===== src/rtl/uart_rx_fifo_pkg.sv =====
// Shared definitions for the UART receiver: FSM state encoding, sample-tick
// positions within a 16-tick bit period, and the 3-sample majority vote.
package uart_rx_fifo_pkg;

    typedef enum logic [2:0] {
        ST_IDLE,
        ST_START,
        ST_DATA,
        ST_STOP,
        ST_WAIT_HIGH
    } rx_state_t;

    localparam int         BYTE_W     = 8;
    localparam logic [3:0] TICK_SAMP0 = 4'd7;
    localparam logic [3:0] TICK_SAMP1 = 4'd8;
    localparam logic [3:0] TICK_SAMP2 = 4'd9;
    localparam logic [3:0] TICK_LAST  = 4'd15;

    function automatic logic majority3(input logic a, input logic b, input logic c);
        return (a & b) | (a & c) | (b & c);
    endfunction

endpackage


===== src/rtl/uart_rx_fifo_mem.sv =====
// First-word-fall-through byte FIFO: synchronous write, combinational head read,
// pointers one bit wider than the address so full and empty are distinguishable.
module uart_rx_fifo_mem
    import uart_rx_fifo_pkg::*;
#(
    parameter int DEPTH_LOG2 = 3
) (
    input  logic              clk,
    input  logic              reset,
    input  logic              push,
    input  logic              pop,
    input  logic [BYTE_W-1:0] wdata,
    output logic [BYTE_W-1:0] rdata,
    output logic [DEPTH_LOG2:0] count,
    output logic              empty,
    output logic              dropped
);

    localparam int DEPTH = 1 << DEPTH_LOG2;

    logic [BYTE_W-1:0]   mem [DEPTH];
    logic [DEPTH_LOG2:0] wr_ptr;
    logic [DEPTH_LOG2:0] rd_ptr;
    logic                full;
    logic                do_pop;
    logic                do_push;

    assign count   = wr_ptr - rd_ptr;
    assign empty   = (wr_ptr == rd_ptr);
    assign full    = (wr_ptr[DEPTH_LOG2] != rd_ptr[DEPTH_LOG2]) &&
                     (wr_ptr[DEPTH_LOG2-1:0] == rd_ptr[DEPTH_LOG2-1:0]);
    // A pop in the same cycle frees the slot a full-FIFO push needs.
    assign do_pop  = pop & ~empty;
    assign do_push = push & (~full | do_pop);
    assign dropped = push & full & ~do_pop;
    assign rdata   = empty ? '0 : mem[rd_ptr[DEPTH_LOG2-1:0]];

    always_ff @(posedge clk or posedge reset) begin
        if (reset) begin
            wr_ptr <= '0;
            rd_ptr <= '0;
        end else begin
            if (do_push) wr_ptr <= wr_ptr + 1'b1;
            if (do_pop)  rd_ptr <= rd_ptr + 1'b1;
        end
    end

    always_ff @(posedge clk) begin
        if (do_push) mem[wr_ptr[DEPTH_LOG2-1:0]] <= wdata;
    end

endmodule


===== src/rtl/uart_rx_fifo.sv =====
// 8N1 UART receiver with 16x oversampling and majority-vote bit decisions,
// feeding a FWFT FIFO read by edge-detected cpu read strobes.
module uart_rx_fifo
    import uart_rx_fifo_pkg::*;
#(
    parameter int DEPTH_LOG2  = 3,
    parameter int SYNC_STAGES = 2
) (
    input  logic                clk,
    input  logic                reset,
    input  logic                baudclk16,
    input  logic                rxd,
    output logic [7:0]          data,
    output logic                ready,
    input  logic                read,
    output logic [DEPTH_LOG2:0] count,
    output logic                framing_err,
    output logic                overrun,
    input  logic                clear_err
);

    logic [SYNC_STAGES-1:0] sync;
    logic                   rxd_s;
    rx_state_t              state, state_n;
    logic [3:0]             tick, tick_n;
    logic [2:0]             bit_idx, bit_n;
    logic [1:0]             samp, samp_n;
    logic [BYTE_W-1:0]      shreg, shreg_n;
    logic                   vote;
    logic                   push;
    logic                   ferr_set;
    logic                   read_q;
    logic                   pop;
    logic                   empty;
    logic                   dropped;

    assign rxd_s = sync[SYNC_STAGES-1];
    assign vote  = majority3(samp[0], samp[1], rxd_s);
    assign pop   = read & ~read_q;
    assign ready = ~empty;

    always_ff @(posedge clk or posedge reset) begin
        if (reset) begin
            sync        <= '1;
            state       <= ST_IDLE;
            tick        <= '0;
            bit_idx     <= '0;
            samp        <= '0;
            read_q      <= 1'b0;
            framing_err <= 1'b0;
            overrun     <= 1'b0;
        end else begin
            sync    <= {sync[SYNC_STAGES-2:0], rxd};
            state   <= state_n;
            tick    <= tick_n;
            bit_idx <= bit_n;
            samp    <= samp_n;
            read_q  <= read;
            if (ferr_set)       framing_err <= 1'b1;
            else if (clear_err) framing_err <= 1'b0;
            if (dropped)        overrun <= 1'b1;
            else if (clear_err) overrun <= 1'b0;
        end
    end

    always_ff @(posedge clk) begin
        shreg <= shreg_n;
    end

    always_comb begin
        state_n  = state;
        tick_n   = tick;
        bit_n    = bit_idx;
        samp_n   = samp;
        shreg_n  = shreg;
        push     = 1'b0;
        ferr_set = 1'b0;
        if (baudclk16) begin
            if (tick == TICK_SAMP0) samp_n[0] = rxd_s;
            if (tick == TICK_SAMP1) samp_n[1] = rxd_s;
            tick_n = tick + 4'd1;
            unique case (state)
                ST_IDLE: begin
                    tick_n = '0;
                    if (!rxd_s) state_n = ST_START;
                end
                ST_START: begin
                    if (tick == TICK_SAMP2 && vote) begin
                        state_n = ST_IDLE;
                        tick_n  = '0;
                    end else if (tick == TICK_LAST) begin
                        state_n = ST_DATA;
                        bit_n   = '0;
                    end
                end
                ST_DATA: begin
                    if (tick == TICK_SAMP2) shreg_n = {vote, shreg[BYTE_W-1:1]};
                    if (tick == TICK_LAST) begin
                        if (bit_idx == 3'd7) state_n = ST_STOP;
                        else                 bit_n   = bit_idx + 3'd1;
                    end
                end
                ST_STOP: begin
                    // Decide at mid-stop-bit so the next start edge is never missed.
                    if (tick == TICK_SAMP2) begin
                        tick_n = '0;
                        if (vote) begin
                            push    = 1'b1;
                            state_n = ST_IDLE;
                        end else begin
                            ferr_set = 1'b1;
                            state_n  = ST_WAIT_HIGH;
                        end
                    end
                end
                ST_WAIT_HIGH: begin
                    tick_n = '0;
                    if (rxd_s) state_n = ST_IDLE;
                end
                default: begin
                    state_n = ST_IDLE;
                    tick_n  = '0;
                end
            endcase
        end
    end

    uart_rx_fifo_mem #(
        .DEPTH_LOG2 (DEPTH_LOG2)
    ) u_mem (
        .clk     (clk),
        .reset   (reset),
        .push    (push),
        .pop     (pop),
        .wdata   (shreg),
        .rdata   (data),
        .count   (count),
        .empty   (empty),
        .dropped (dropped)
    );

endmodule


===== config.mk =====
export PLATFORM = sky130hd
export DESIGN_NAME = uart_rx_fifo
export DESIGN_NICKNAME = d
export VERILOG_FILES = /design/src/rtl/uart_rx_fifo_pkg.sv /design/src/rtl/uart_rx_fifo_mem.sv /design/src/rtl/uart_rx_fifo.sv
export SDC_FILE = /design/constraint.sdc
export NUM_CORES = 1
export LEC_CHECK = 0
export ABC_CLOCK_PERIOD_IN_PS = 4700
export CORE_MARGIN = 4
export CORE_UTILIZATION = 55
export DETAILED_ROUTE_END_ITERATION = 10
export HOLD_SLACK_MARGIN = 0.02
export MAX_ROUTING_LAYER = met4
export PLACE_DENSITY = 0.81
export SLEW_MARGIN = 30
export SYNTH_ARGS = -nofsm -noshare
export SYNTH_HDL_FRONTEND = slang
export SYNTH_SLANG_ARGS = --single-unit

===== constraint.sdc =====
create_clock -name clk -period 4.7 [get_ports clk]
set_clock_uncertainty 0.2 [all_clocks]
set_input_delay 0.94 -clock clk [delete_from_list [all_inputs] [get_ports clk]]
set_output_delay 0.94 -clock clk [all_outputs]
set_load 0.005 [all_outputs]

-- After elaboration in Yosys (flattened, before gate mapping)
Memories as Yosys holds them, arrays and structs flattened.
Index checks and enable logic that the tools add are counted.
- $add $sub $neg: 5
- equality and inequality tests: 21
- muxes and demuxes: 31
- bitwise logic cells: 15
- reduce and logical (&&, ||, !) cells: 11
- operators with widths (operator ; number):
    2-to-1 mux 3 bit ; 12
    inequality test 2 bit (second input constant) ; 8
    one-hot mux 3 bit (5 select lines) ; 1
    2-to-1 mux 1 bit ; 13
    adder 4 x 1 -> 4 bit (second input constant) ; 3
    == test 4 bit (second input constant) ; 3
    one-hot mux 4 bit (3 select lines) ; 1
    bitwise AND 1 bit ; 8
    2-to-1 mux 4 bit ; 2
    2-to-1 mux 8 bit ; 1
    AND reduction 7 bit ; 1
    == test 3 x 2 -> 1 bit (second input constant) ; 2
    == test 3 bit (second input constant) ; 2
    one-hot mux 3 bit (2 select lines) ; 1
    AND reduction 6 bit ; 1
    nonzero test 2 bit ; 3
    == test 4 x 3 -> 1 bit (second input constant) ; 1
    == test 4 bit ; 1
    inverter 1 bit ; 4
    AND reduction 2 bit ; 2
    subtractor 4 bit ; 1
    adder 3 x 1 -> 3 bit (second input constant) ; 1
    == test 3 x 1 -> 1 bit (second input constant) ; 1
    == test 3 bit ; 1
    other kinds (6) ; 9
- register bits after elaboration: 33
- memory bits (writable): 64
- bits of input ports: 6
- output and inout port bits: 15
- word-level logic and storage cells: 96
- memories kept: 1
- memories (memory ; words ; bits a word ; read ports ; clocked after Yosys merged registers in ; wr ports ; line ; RTL):
    u_mem.mem ; 8 ; 8 ; 1 ; 0 ; 1 ; uart_rx_fifo_mem.sv:21 ; logic [BYTE_W-1:0] mem [DEPTH];

-- Longest topological paths before layout
Gate-level depths: netlist of the first run.
- depth in word-level cells: 10
- gate-level depth with buffers: 8
- mapped depth without buffers: 6

-- Modules after synthesis
Synthesis of the first run repeated with hierarchy kept, for this count alone.
- cell total of the unflattened synthesis: 285
- area, all modules: 4216.5 µm²
- by module, submodules not included (module ; times used ; cells an instance ; area an instance (µm²)):
    uart_rx_fifo_mem ; 1 ; 191 ; 3075.4
    uart_rx_fifo ; 1 ; 94 ; 1141.1

-- Least setup slack after synthesis of the first run
Ideal clock, no wire load.
- path type: flip-flop to flip-flop
- start point: register u_mem.rd_ptr[1]
- end point: memory u_mem.mem[0][0] (enable)
- arrival: 2727 ps
- required time: 4105 ps
- setup slack: 1379 ps
- stages on the path, launching flop included: 9
- path buffers: 2
- clock period less this slack: 3321 ps
- path through: dfrtp_1 -> clkbuf_1 -> clkbuf_1 -> inv_1 -> ha_1 -> and3_1 -> nand3b_1 -> nand2_1 -> nor4_1
- longest elaborated chain between the ends: 7
- elaborated cells between the ends (all ways): 10
- classes of those cells: eq/ne (2); mux (2); bitwise (5); reduce/logical (1)
- RTL lines (element ; line ; RTL):
    start: declaration ; uart_rx_fifo_mem.sv:23 ; logic [DEPTH_LOG2:0] rd_ptr;
    start signal: assignment ; uart_rx_fifo_mem.sv:44 ; if (do_pop) rd_ptr <= rd_ptr + 1'b1;
    == test 4 bit or == test 3 bit (tied branches) ; uart_rx_fifo_mem.sv:29, uart_rx_fifo_mem.sv:31 ;
    inverter 1 bit or logical AND 1 bit (tied branches) ; uart_rx_fifo_mem.sv:33, uart_rx_fifo_mem.sv:30 ;
    bitwise AND 1 bit or inverter 1 bit (tied branches) ; uart_rx_fifo_mem.sv:33, uart_rx_fifo_mem.sv:34 ;
    OR 1 bit * ; uart_rx_fifo_mem.sv:34 ; assign do_push = push & (~full | do_pop);
    bitwise AND 1 bit * ; uart_rx_fifo_mem.sv:34 ;
    2-to-1 mux 1 bit * ; uart_rx_fifo_mem.sv:49 ; if (do_push) mem[wr_ptr[DEPTH_LOG2-1:0]] <= wdata;
    2-to-1 mux 1 bit (not written as such) * ; uart_rx_fifo_mem.sv:49 ;
    end: declaration ; uart_rx_fifo_mem.sv:21 ;
Every way passes the cells marked *; elsewhere a longest branch is shown, timed or not.

-- Worst setup path in the final report of the first run
- start point: register u_mem.rd_ptr[2]
- end point: output port data[5]
- longest elaborated chain between the ends: 2
- elaborated cells between the ends (all ways): 3
- classes of those cells: eq/ne (1); mux (1); memory (1)
- RTL lines (element ; line ; RTL):
    memory (8 x 8 bit) or == test 4 bit (tied branches) ; -- ;
    2-to-1 mux 8 bit * ; uart_rx_fifo_mem.sv:36 ; assign rdata = empty ? '0 : mem[rd_ptr[DEPTH_LOG2-1:0]];
    end: declaration ; uart_rx_fifo.sv:13 ; output logic [7:0] data,
Marked as above.

==> results of run 1 <==
logic make-up after synthesis:
family	share of synthesized area (%)
buffers and inverters	2.643
adder cells (fa/ha/maj)	3.797
multiplexers	9.812
flip-flops	67.74
XOR/XNOR	1.914
AND/OR/NAND/NOR	8.384
AO/OA/AOI/OAI	5.711
layout make-up:
type	instances	area, µm²	share of cell area [%]
inverters	18	67.56	1.452
flip-flops and latches	97	2790	59.95
clock inverters	7	76.32	1.640
repair buffers	27	252.7	5.430
well taps	99	123.9	2.661
clock buffers	9	123.9	2.661
multi-input cells	139	1220	26.21
routing by layer:
layer  vias to the layer above  GRT usage [%]  part of all wire [%]
li1                       1054              -                     -
met1                      1151          24.04                    42
met2                        66          31.86                    52
met3                         8          3.665                   4.2
met4                         0          5.409                  0.97
met5                         -              -                     0
final timing paths:
kind,startpoint,to,cells past startpoint
worst max-delay path,u_mem.rd_ptr[2],data[5],6
worst min-delay path,sync[0],sync[1],0
worst max register to register,u_mem.rd_ptr[2],u_mem.mem[3][5],6
worst min register to register,sync[0],sync[1],0
max in group asynchronous,reset,sync[0],2
min in group asynchronous,reset,read_q,2
state kept, by name (all words and copies together) (netlist names):
signal / flops
u_mem.wr_ptr: 4
read_q: 1
overrun: 1
tick: 4
bit_idx: 3
samp: 2
u_mem.rd_ptr: 4
state: 3
u_mem.mem: 64
shreg: 8
framing_err: 1
sync: 2
cell usage after synthesis, drive strengths merged (2+ instances only):
library cell / count
buf: 3
mux2: 3
nand3: 4
nor2: 5
a21o: 3
and3b: 3
clkbuf: 7
and3: 2
o31ai: 3
nand2b: 4
mux4: 16
dfrtp: 23
o21ai: 7
edfxtp: 72
dfstp: 2
ha: 10
a21oi: 12
nand2: 26
nand4: 3
xor2: 2
nand3b: 3
inv: 17
xnor2: 7
o22ai: 2
nor3: 6
power by group:
part	internal, mW	total (mW)	switching (mW)
Sequential	0.970	1.09	0.122
Combinational	0.437	0.751	0.314
Clock	0.250	0.546	0.296
layout by cell type (no fill, tap or decap), drive strengths merged, types with 4 or more instances in the layout:
| cell | count |
|---|---|
| nor2 | 5 |
| dfrtp | 23 |
| clkbuf | 9 |
| clkdlybuf4s50 | 20 |
| nand3 | 4 |
| ha | 10 |
| nor3 | 6 |
| xnor2 | 7 |
| buf | 7 |
| clkinv | 4 |
| nand2b | 4 |
| mux4 | 16 |
| inv | 19 |
| o21ai | 7 |
| a21oi | 12 |
| nand2 | 26 |
| edfxtp | 72 |
==> out/qor.yml, run 1 <==
status:
  status: "finished clean"
floorplan:
  rows: 31
  start_util_pct: 56.79
  die_w_um: 94.54
  ios: 21
  core_area_um2: 7253
  die-area_um2: 8938
  die_h_um: 94.54
yosys:
  ys_seq_elements: 97
  ys_top_cells_by_area: "edfxtp_1 (52%), dfrtp_1 (14%), mux4_2 (8.7%), ha_1 (3.0%), nand2_1 (2.4%)"
  synth_cell_type_count: 44
  synth_largest_area_cell: "edfxtp_1"
  syn_area_um2: 4119
  synth_flop_cell: "edfxtp_1"
  async_flop_share_pct: 25.77
  syn_inst: 264
  synth_top_area_share_pct: 52.49
  synth_edf_count: 72
  synth.avg_cell_area_um2: 15.60
  synth_fp_nets: 281
  yosysWarningCount: 0
  synth_seq_area_share_pct: 67.74
cells_and_area:
  area_growth_pct: 13.00
  final-instance-count-excl-fill: 396
  nNetsFinal: 309
  stdcell_area_um2: 4654
  nFillCells: 517
  n_antenna_cell: 0
  layout-drive-gt1-share_pct: 16.84
  final_util_pct: 64.17
sta:
  worstMarginPinSlew_ns: 0.8942
  layout_min_cycle_time_ns: 4.299
  period_share_pct: 91.46
  max_freq_ghz: 0.2326
  rsz0062_at_grt: "no"
  fin_hold_ws_ns: 0.1596
  setup_ws_ns: 0.4015
  tns_ns: 0
  max_slew_margin_pct: 40.17
  hold_viol: 0
  setup_viol: 0
  maxSlewViolCount: 0
drt:
  ant_nets: 0
  drt_iter0_drc: 117
  drt_pass1_iterations: 4
  via_count: 2279
  wl_per_cell_um: 18.96
  drc_errors: 0
  wirelength_um: 7507
  viasPerCell: 5.755
cts:
  clk_pin_slew_ns: 0.09
  cts_tree: "yes"
  clock-sinks: 97
  clk_latency_ns: 0.36
  ctsResizeCount: 0
  postCtsSetupBuffers: 0
  cts-htree-levels: 3
  cts_hold_buf: 0
  clock-root-buffer: "clkbuf_8"
  cts_buffers: 9
  clk_path_buf_depth: 2
flow_run:
  drv_cap: 0
critical_path:
  startpoint_type: "flop"
  slowest_delay_ns: 0.61
  critical_path_class: "reg -> out"
  crit_required_ns: 3.56
  crit_chain: "clkinv_1, ha_1, and3_1, and2_1, a21oi_1, clkdlybuf4s50_1"
  cp_slowest_cell: "dfrtp_1"
  cp_top_family: "buffers and inverters"
  worstPathMaxFanout: 11
  path_buf_inv: 2
  reg2reg_slack_ns: 1.28
  crit_arrival_ns: 3.16
  end_kind: "primary output"
global_route:
  grt_use_total_pct: 19.07
  grt_max_degree: 26
  antenna_found_initial: 0
  overflow: 0
  grt_pass1_wl_um: 12160
  grt_pass1_vias: 2347
min_path:
  min_path_type: "reg -> reg"
power_and_ir_drop:
  leakagePower_nw: 1.704
  total_power_mw: 2.389
  vdd_ir_drop_max_uv: 259.1
  pwr_density_cell_nw_per_um2: 513.3
placed_design:
  postPlaceCellArea_um2: 4454
  preCtsSetupSlack_ns: 0.8014
  post-place-cells: 380
  place_congestion: 0.8320
  io_buffers: 20
  dp_hpwl_um: 4830
(Power assumes the default switching activity.)
==> run 2, diff against run 1 <==
Settings changed: CORE_UTILIZATION 55 to 45, HOLD_SLACK_MARGIN 0.02 to 0.06, PLACE_DENSITY 0.81 to 0.7.
==> run 2 against run 1 <==
  * Sequential share of layout area shrank 0.24 points
  * Worst hold slack gained 0.0033 ns
  * Via count shrank 0.48%
  * Global-route usage shrank 3.6 points
  * Design area grew 0.40%
  * Core utilization shrank 11 points
  * Combinational power grew 3.5%
==> out/qor.yml, run 2 (synthesis results as in run 1) <==
global_route:
  grt_use_total_pct: 15.44  # -3.6 points
  grt_pass1_vias: 2362  # +0.64%
  grt_pass1_wl_um: 12390  # +1.9%
  overflow: 0  # unchanged
  antenna_found_initial: 0  # unchanged
  grt_max_degree: 26  # unchanged
sta:
  maxSlewViolCount: 0  # unchanged
  setup_viol: 0  # unchanged
  period_share_pct: 91.28  # -0.18 points
  rsz0062_at_grt: "no"
  layout_min_cycle_time_ns: 4.290  # -0.008545 ns
  tns_ns: 0  # unchanged
  hold_viol: 0  # unchanged
  max_slew_margin_pct: 43.66  # +3.5 points
  worstMarginPinSlew_ns: 0.8429  # -0.05126 ns
  setup_ws_ns: 0.4100  # +0.008545 ns
  max_freq_ghz: 0.2331  # +0.20%
placed_design:
  preCtsSetupSlack_ns: 0.7722  # -0.02924 ns
  place_congestion: 0.8056  # -3.2%
  dp_hpwl_um: 5037  # +4.3%
  io_buffers: 20  # unchanged
drt:
  drt_iter0_drc: 104  # -11%
  via_count: 2268  # -0.48%
  wl_per_cell_um: 18.42  # -2.8%
  drc_errors: 0  # unchanged
  drt_pass1_iterations: 4  # unchanged
  ant_nets: 0  # unchanged
  wirelength_um: 7516  # +0.12%
  viasPerCell: 5.559  # -3.4%
floorplan:
  rows: 34  # +9.7%
  die-area_um2: 10750  # +20%
  core_area_um2: 8806  # +21%
  die_h_um: 103.7  # +9.7%
  ios: 21  # unchanged
  die_w_um: 103.7  # +9.7%
  start_util_pct: 46.77  # -10 points
cts:
  clock-root-buffer: "clkbuf_8"
  ctsResizeCount: 0  # unchanged
  cts_hold_buf: 0  # unchanged
  clock-sinks: 97  # unchanged
  clk_path_buf_depth: 2  # unchanged
  clk_latency_ns: 0.36  # about the same
  clk_pin_slew_ns: 0.10  # about the same
  cts-htree-levels: 3  # unchanged
  cts_buffers: 9  # unchanged
  cts_tree: "yes"
  postCtsSetupBuffers: 0  # unchanged
status:
  status: "finished clean"
cells_and_area:
  largest_register_ffs: 64  # unchanged
  layout-drive-gt1-share_pct: 17.67  # +0.83 points
  nFillCells: 708  # +37%
  mostFrequentLayoutCells: "edfxtp_1 (72), nand2_1 (26), dfrtp_1 (23)"
  final_common_cell: "edfxtp_1"
  area_growth_pct: 13.46
  n_antenna_cell: 0  # unchanged
  nNetsFinal: 312  # +0.97%
min_path:
  min_path_type: "reg -> reg"
critical_path:
  critical_path_class: "reg -> out"
  crit_arrival_ns: 3.15  # about the same
  crit_required_ns: 3.56  # about the same
  end_kind: "primary output"
  worstPathMaxFanout: 11  # unchanged
  startpoint_type: "flop"
power_and_ir_drop:
  leakagePower_nw: 1.718  # +0.80%
  vdd_ir_drop_max_uv: 264.9  # +2.2%
  pwr_density_cell_nw_per_um2: 501.6  # -2.3%
flow_run:
  drv_cap: 0  # unchanged
[run 2: cell count changes in the layout (fill, tap and decap cells not counted)]
cell	delta
inv_8	+2
clkinvlp_4	-1
bufinv_16	-1
buf_4	+3
[run 2: metal layers]
metal | part of all wire, % | wire length, µm | global-route usage (%)
met1 | 43 | 3209 | 18.68
met2 | 53 | 3948 | 25.75
met3 | 3.1 | 230 | 3.234
met4 | 1.7 | 128 | 5.793
met5 | 0 | 0 | -
[run 2: report_power, final]
| group | switching [mW] | internal, mW | leakage, nW |
|---|---|---|---|
| combinational | 0.339 | 0.438 | 0.666 |
| clock | 0.304 | 0.204 | 0.0957 |
| sequential | 0.0892 | 0.970 | 0.956 |
[run 2: critical path, stage by stage, from the launching register on]
cell	delay, ns
dfrtp_1	0.63
clkinv_1	0.45
ha_1	0.46
and3_1	0.22
and2_1	0.30
a21oi_1	0.19
clkdlybuf4s50_1	0.52
[run 2: area by class of cell]
class / count / area (µm²) / area share [%]
Timing Repair Buffer: 30 / 275.3 / 5.890
Clock inverter: 7 / 61.31 / 1.312
Tap cell: 108 / 135.1 / 2.892
Clock buffer: 9 / 123.9 / 2.651
Inverter: 18 / 67.56 / 1.446
Multi-Input combinational cell: 139 / 1220 / 26.10
Sequential cell: 97 / 2790 / 59.71
[run 2: worst paths after layout]
check	startpoint	end	slack, ns	cells after the start
worst min-delay path	sync[0]	sync[1]	0.16	0
worst max register to register	u_mem.rd_ptr[2]	u_mem.mem[7][1]	1.24	6
worst max-delay path	u_mem.rd_ptr[2]	data[2]	0.41	6
max in group asynchronous	reset	sync[0]	3.20	2
min in group asynchronous	reset	u_mem.rd_ptr[3]	0.72	2
worst min register to register	sync[0]	sync[1]	0.16	0
[run 2: metrics by stage]
| step | utilization (%) | instances | power [mW] | area [µm²] | hold slack [ns] |
|---|---|---|---|---|---|
| 2_1_floorplan | - | 264 | 1.555 | 4119 | 0.1452 |
| 3_3_place_gp | 50.97 | 392 | 1.851 | 4488 | 0.1467 |
| 3_5_place_dp | 50.97 | 392 | 1.869 | 4488 | 0.1573 |
| 4_1_cts | 53.07 | 408 | 2.377 | 4673 | 0.1721 |
| 5_1_grt | 53.07 | 408 | 2.495 | 4673 | 0.1651 |
| 6_report | 53.07 | 408 | 2.344 | 4673 | 0.1629 |
==> run 3, diff against run 2 <==
Settings changed: CORE_UTILIZATION 45 to 37, PLACE_DENSITY 0.7 to 0.61, SETUP_SLACK_MARGIN set to 0.1.
==> run 3 against run 2 <==
  * Fmax grew 2.2%
  * Setup slack improved by 0.091 ns
  * Combinational power grew 4.9%
  * Routed wire length increased by 4.0%
  * Global-route usage down 2.3 points
  * Cell count grew 7.6%
  * Sequential cell count unchanged
  * Non-clock buffer count decreased by 1
  * Design area increased by 1.0%
  * Critical path depth stayed put
  * First-iteration DRC count is 46% higher
  * Critical endpoint is now data[5]
==> out/qor.yml, run 3 (synthesis results as in run 1) <==
status:
  status: "finished clean"
critical_path:
  cp_top_family: "buffers and inverters"
  r2r-start: "u_mem.rd_ptr[2]"
  crit_chain: "clkinv_1, ha_1, and3_1, and2_1, a21oi_1, clkdlybuf4s50_1"
  crit_arrival_ns: 3.06  # -0.09 ns
  worstPathMaxFanout: 11  # unchanged
  critical_path_class: "reg -> out"
  crit_start: "u_mem.rd_ptr[2]"
  startpoint_type: "flop"
  slowest_delay_ns: 0.56  # -0.07 ns
  end_kind: "primary output"
  path_buf_inv: 2  # unchanged
  cp_slowest_cell: "dfrtp_1"
  crit_required_ns: 3.56  # about the same
global_route:
  grt_pass1_wl_um: 12480  # +0.73%
  grt_max_degree: 26  # unchanged
  grt_use_total_pct: 13.18  # -2.3 points
  overflow: 0  # unchanged
  antenna_found_initial: 0  # unchanged
  grt_pass1_vias: 2297  # -2.8%
sta:
  max_freq_ghz: 0.2381  # +2.2%
  rsz0062_at_grt: "no"
  fin_hold_ws_ns: 0.1619  # -0.0009150 ns
  period_share_pct: 89.35  # -1.9 points
  layout_min_cycle_time_ns: 4.199  # -0.09054 ns
  max_slew_margin_pct: 47.85  # +4.2 points
  setup_viol: 0  # unchanged
  worstMarginPinSlew_ns: 0.7793  # -0.06357 ns
  tns_ns: 0  # unchanged
  hold_viol: 0  # unchanged
  maxSlewViolCount: 0  # unchanged
cells_and_area:
  nNetsFinal: 311  # -0.32%
  final_common_cell: "edfxtp_1"
  area_growth_pct: 14.64
  n_antenna_cell: 0  # unchanged
  mostFrequentLayoutCells: "edfxtp_1 (72), nand2_1 (26), dfrtp_1 (23)"
  multi_input_area_um2: 1220  # unchanged
  final-seq-area_um2: 2790  # unchanged
  final-instance-count-excl-fill: 439  # +7.6%
  nFillCells: 996  # +41%
  largest_register_ffs: 64  # unchanged
  layout-drive-gt1-share_pct: 17.39  # -0.28 points
power_and_ir_drop:
  pwr_density_cell_nw_per_um2: 512.4  # +2.2%
  p_seq_share_pct: 43.6  # -1.6 points
  leakagePower_nw: 1.711  # -0.37%
  total_power_mw: 2.419  # +3.2%
  intPower_mw: 1.669  # +3.5%
  power_switching_share_pct: 31.00  # -0.22 points
  vdd_ir_drop_max_uv: 255.7  # -3.5%
  p_comb_share_pct: 33.7  # +0.6 points
  p_switching_uw: 750.0  # +2.5%
  p_clk_share_pct: 22.7  # +1.0 points
cts:
  cts_tree: "yes"
  postCtsSetupBuffers: 0  # unchanged
  ctsResizeCount: 0  # unchanged
  clk_path_buf_depth: 2  # unchanged
  cts-htree-levels: 3  # unchanged
  clock-sinks: 97  # unchanged
  clock-root-buffer: "clkbuf_8"
  cts_buffers: 9  # unchanged
  clk_latency_ns: 0.36  # about the same
  clk_pin_slew_ns: 0.10  # about the same
  cts_hold_buf: 0  # unchanged
placed_design:
  post-place-cells: 423  # +7.9%
  dp_hpwl_um: 5451  # +8.2%
  place_congestion: 0.8473  # +5.2%
  io_buffers: 20  # unchanged
floorplan:
  start_util_pct: 37.83  # -8.9 points
  ios: 21  # unchanged
  rows: 38  # +12%
  die-area_um2: 12880  # +20%
  die_w_um: 113.5  # +9.5%
  die_h_um: 113.5  # +9.5%
  core_area_um2: 10890  # +24%
drt:
  viasPerCell: 5.166  # -7.1%
  wl_per_cell_um: 17.81  # -3.3%
  drt_pass1_iterations: 5  # +1
  wirelength_um: 7820  # +4.0%
  drt_iter0_drc: 152  # +46%
  ant_nets: 0  # unchanged
  via_count: 2268  # unchanged
  drc_errors: 0  # unchanged
flow_run:
  drv_cap: 0  # unchanged
min_path:
  min_path_type: "reg -> reg"
  hp-start: "sync[0]"
## run 3: cell types whose count changed in the layout (fill, tap and decap cells not counted)
| cell | delta |
|---|---|
| clkinv_1 | -1 |
| buf_4 | -1 |
| inv_8 | -1 |
| clkinvlp_4 | +2 |
| clkinv_4 | -2 |
| bufinv_16 | +1 |
| clkbuf_1 | +1 |
## run 3: power by group through the flow
stage,registers (mW),logic (mW),clock network [mW]
finish,1.05,0.815,0.550
global route,1.07,0.897,0.604
CTS,1.05,0.827,0.568
detailed placement,1.07,0.824,0
global placement,1.07,0.813,0
floorplan,1.02,0.532,0
## run 3: worst reg2reg max path, stage by stage, from the launching register on
cell      delay, ns
dfrtp_1        0.56
clkinv_1       0.41
ha_1           0.46
and3_1         0.22
nand3b_1       0.23
nand2_1        0.22
nor3_1         0.44
buf_4          0.24
## run 3: worst paths after layout
kind,cells after the start,slack [ns],to
max in group asynchronous,2,3.20,sync[0]
worst max-delay path,6,0.50,data[5]
min in group asynchronous,2,0.74,tick[2]
worst max register to register,7,1.45,u_mem.mem[4][7]
worst min register to register,0,0.16,sync[1]
worst min-delay path,0,0.16,sync[1]
## run 3: per-stage QoR
stage          area (µm²)  setup WS [ns]  util [%]
5_1_grt              4722         0.3543     43.37
3_3_place_gp         4521         0.9549     41.52
3_5_place_dp         4521         0.9311     41.52
4_1_cts              4722         0.5188     43.37
2_1_floorplan        4119          1.379         -
6_report             4722         0.5005     43.37
## run 3: metal layers
metal	GRT usage (%)	up-vias	share of wire [%]	wire length (µm)
met2	19.95	58	48	3734
met5	-	-	0	0
met4	3.365	0	1.0	78
li1	-	1057	-	-
met3	4.138	7	5.1	397
met1	17.43	1146	46	3609
## run 3: area by class of cell
| cell class | count | share of cell area, % |
|---|---|---|
| clock buffers | 10 | 2.703 |
| clock inverters | 6 | 1.563 |
| inverters | 18 | 1.431 |
| multi-input cells | 139 | 25.83 |
| flip-flops and latches | 97 | 59.09 |
| well taps | 140 | 3.710 |
| repair buffers | 29 | 5.670 |
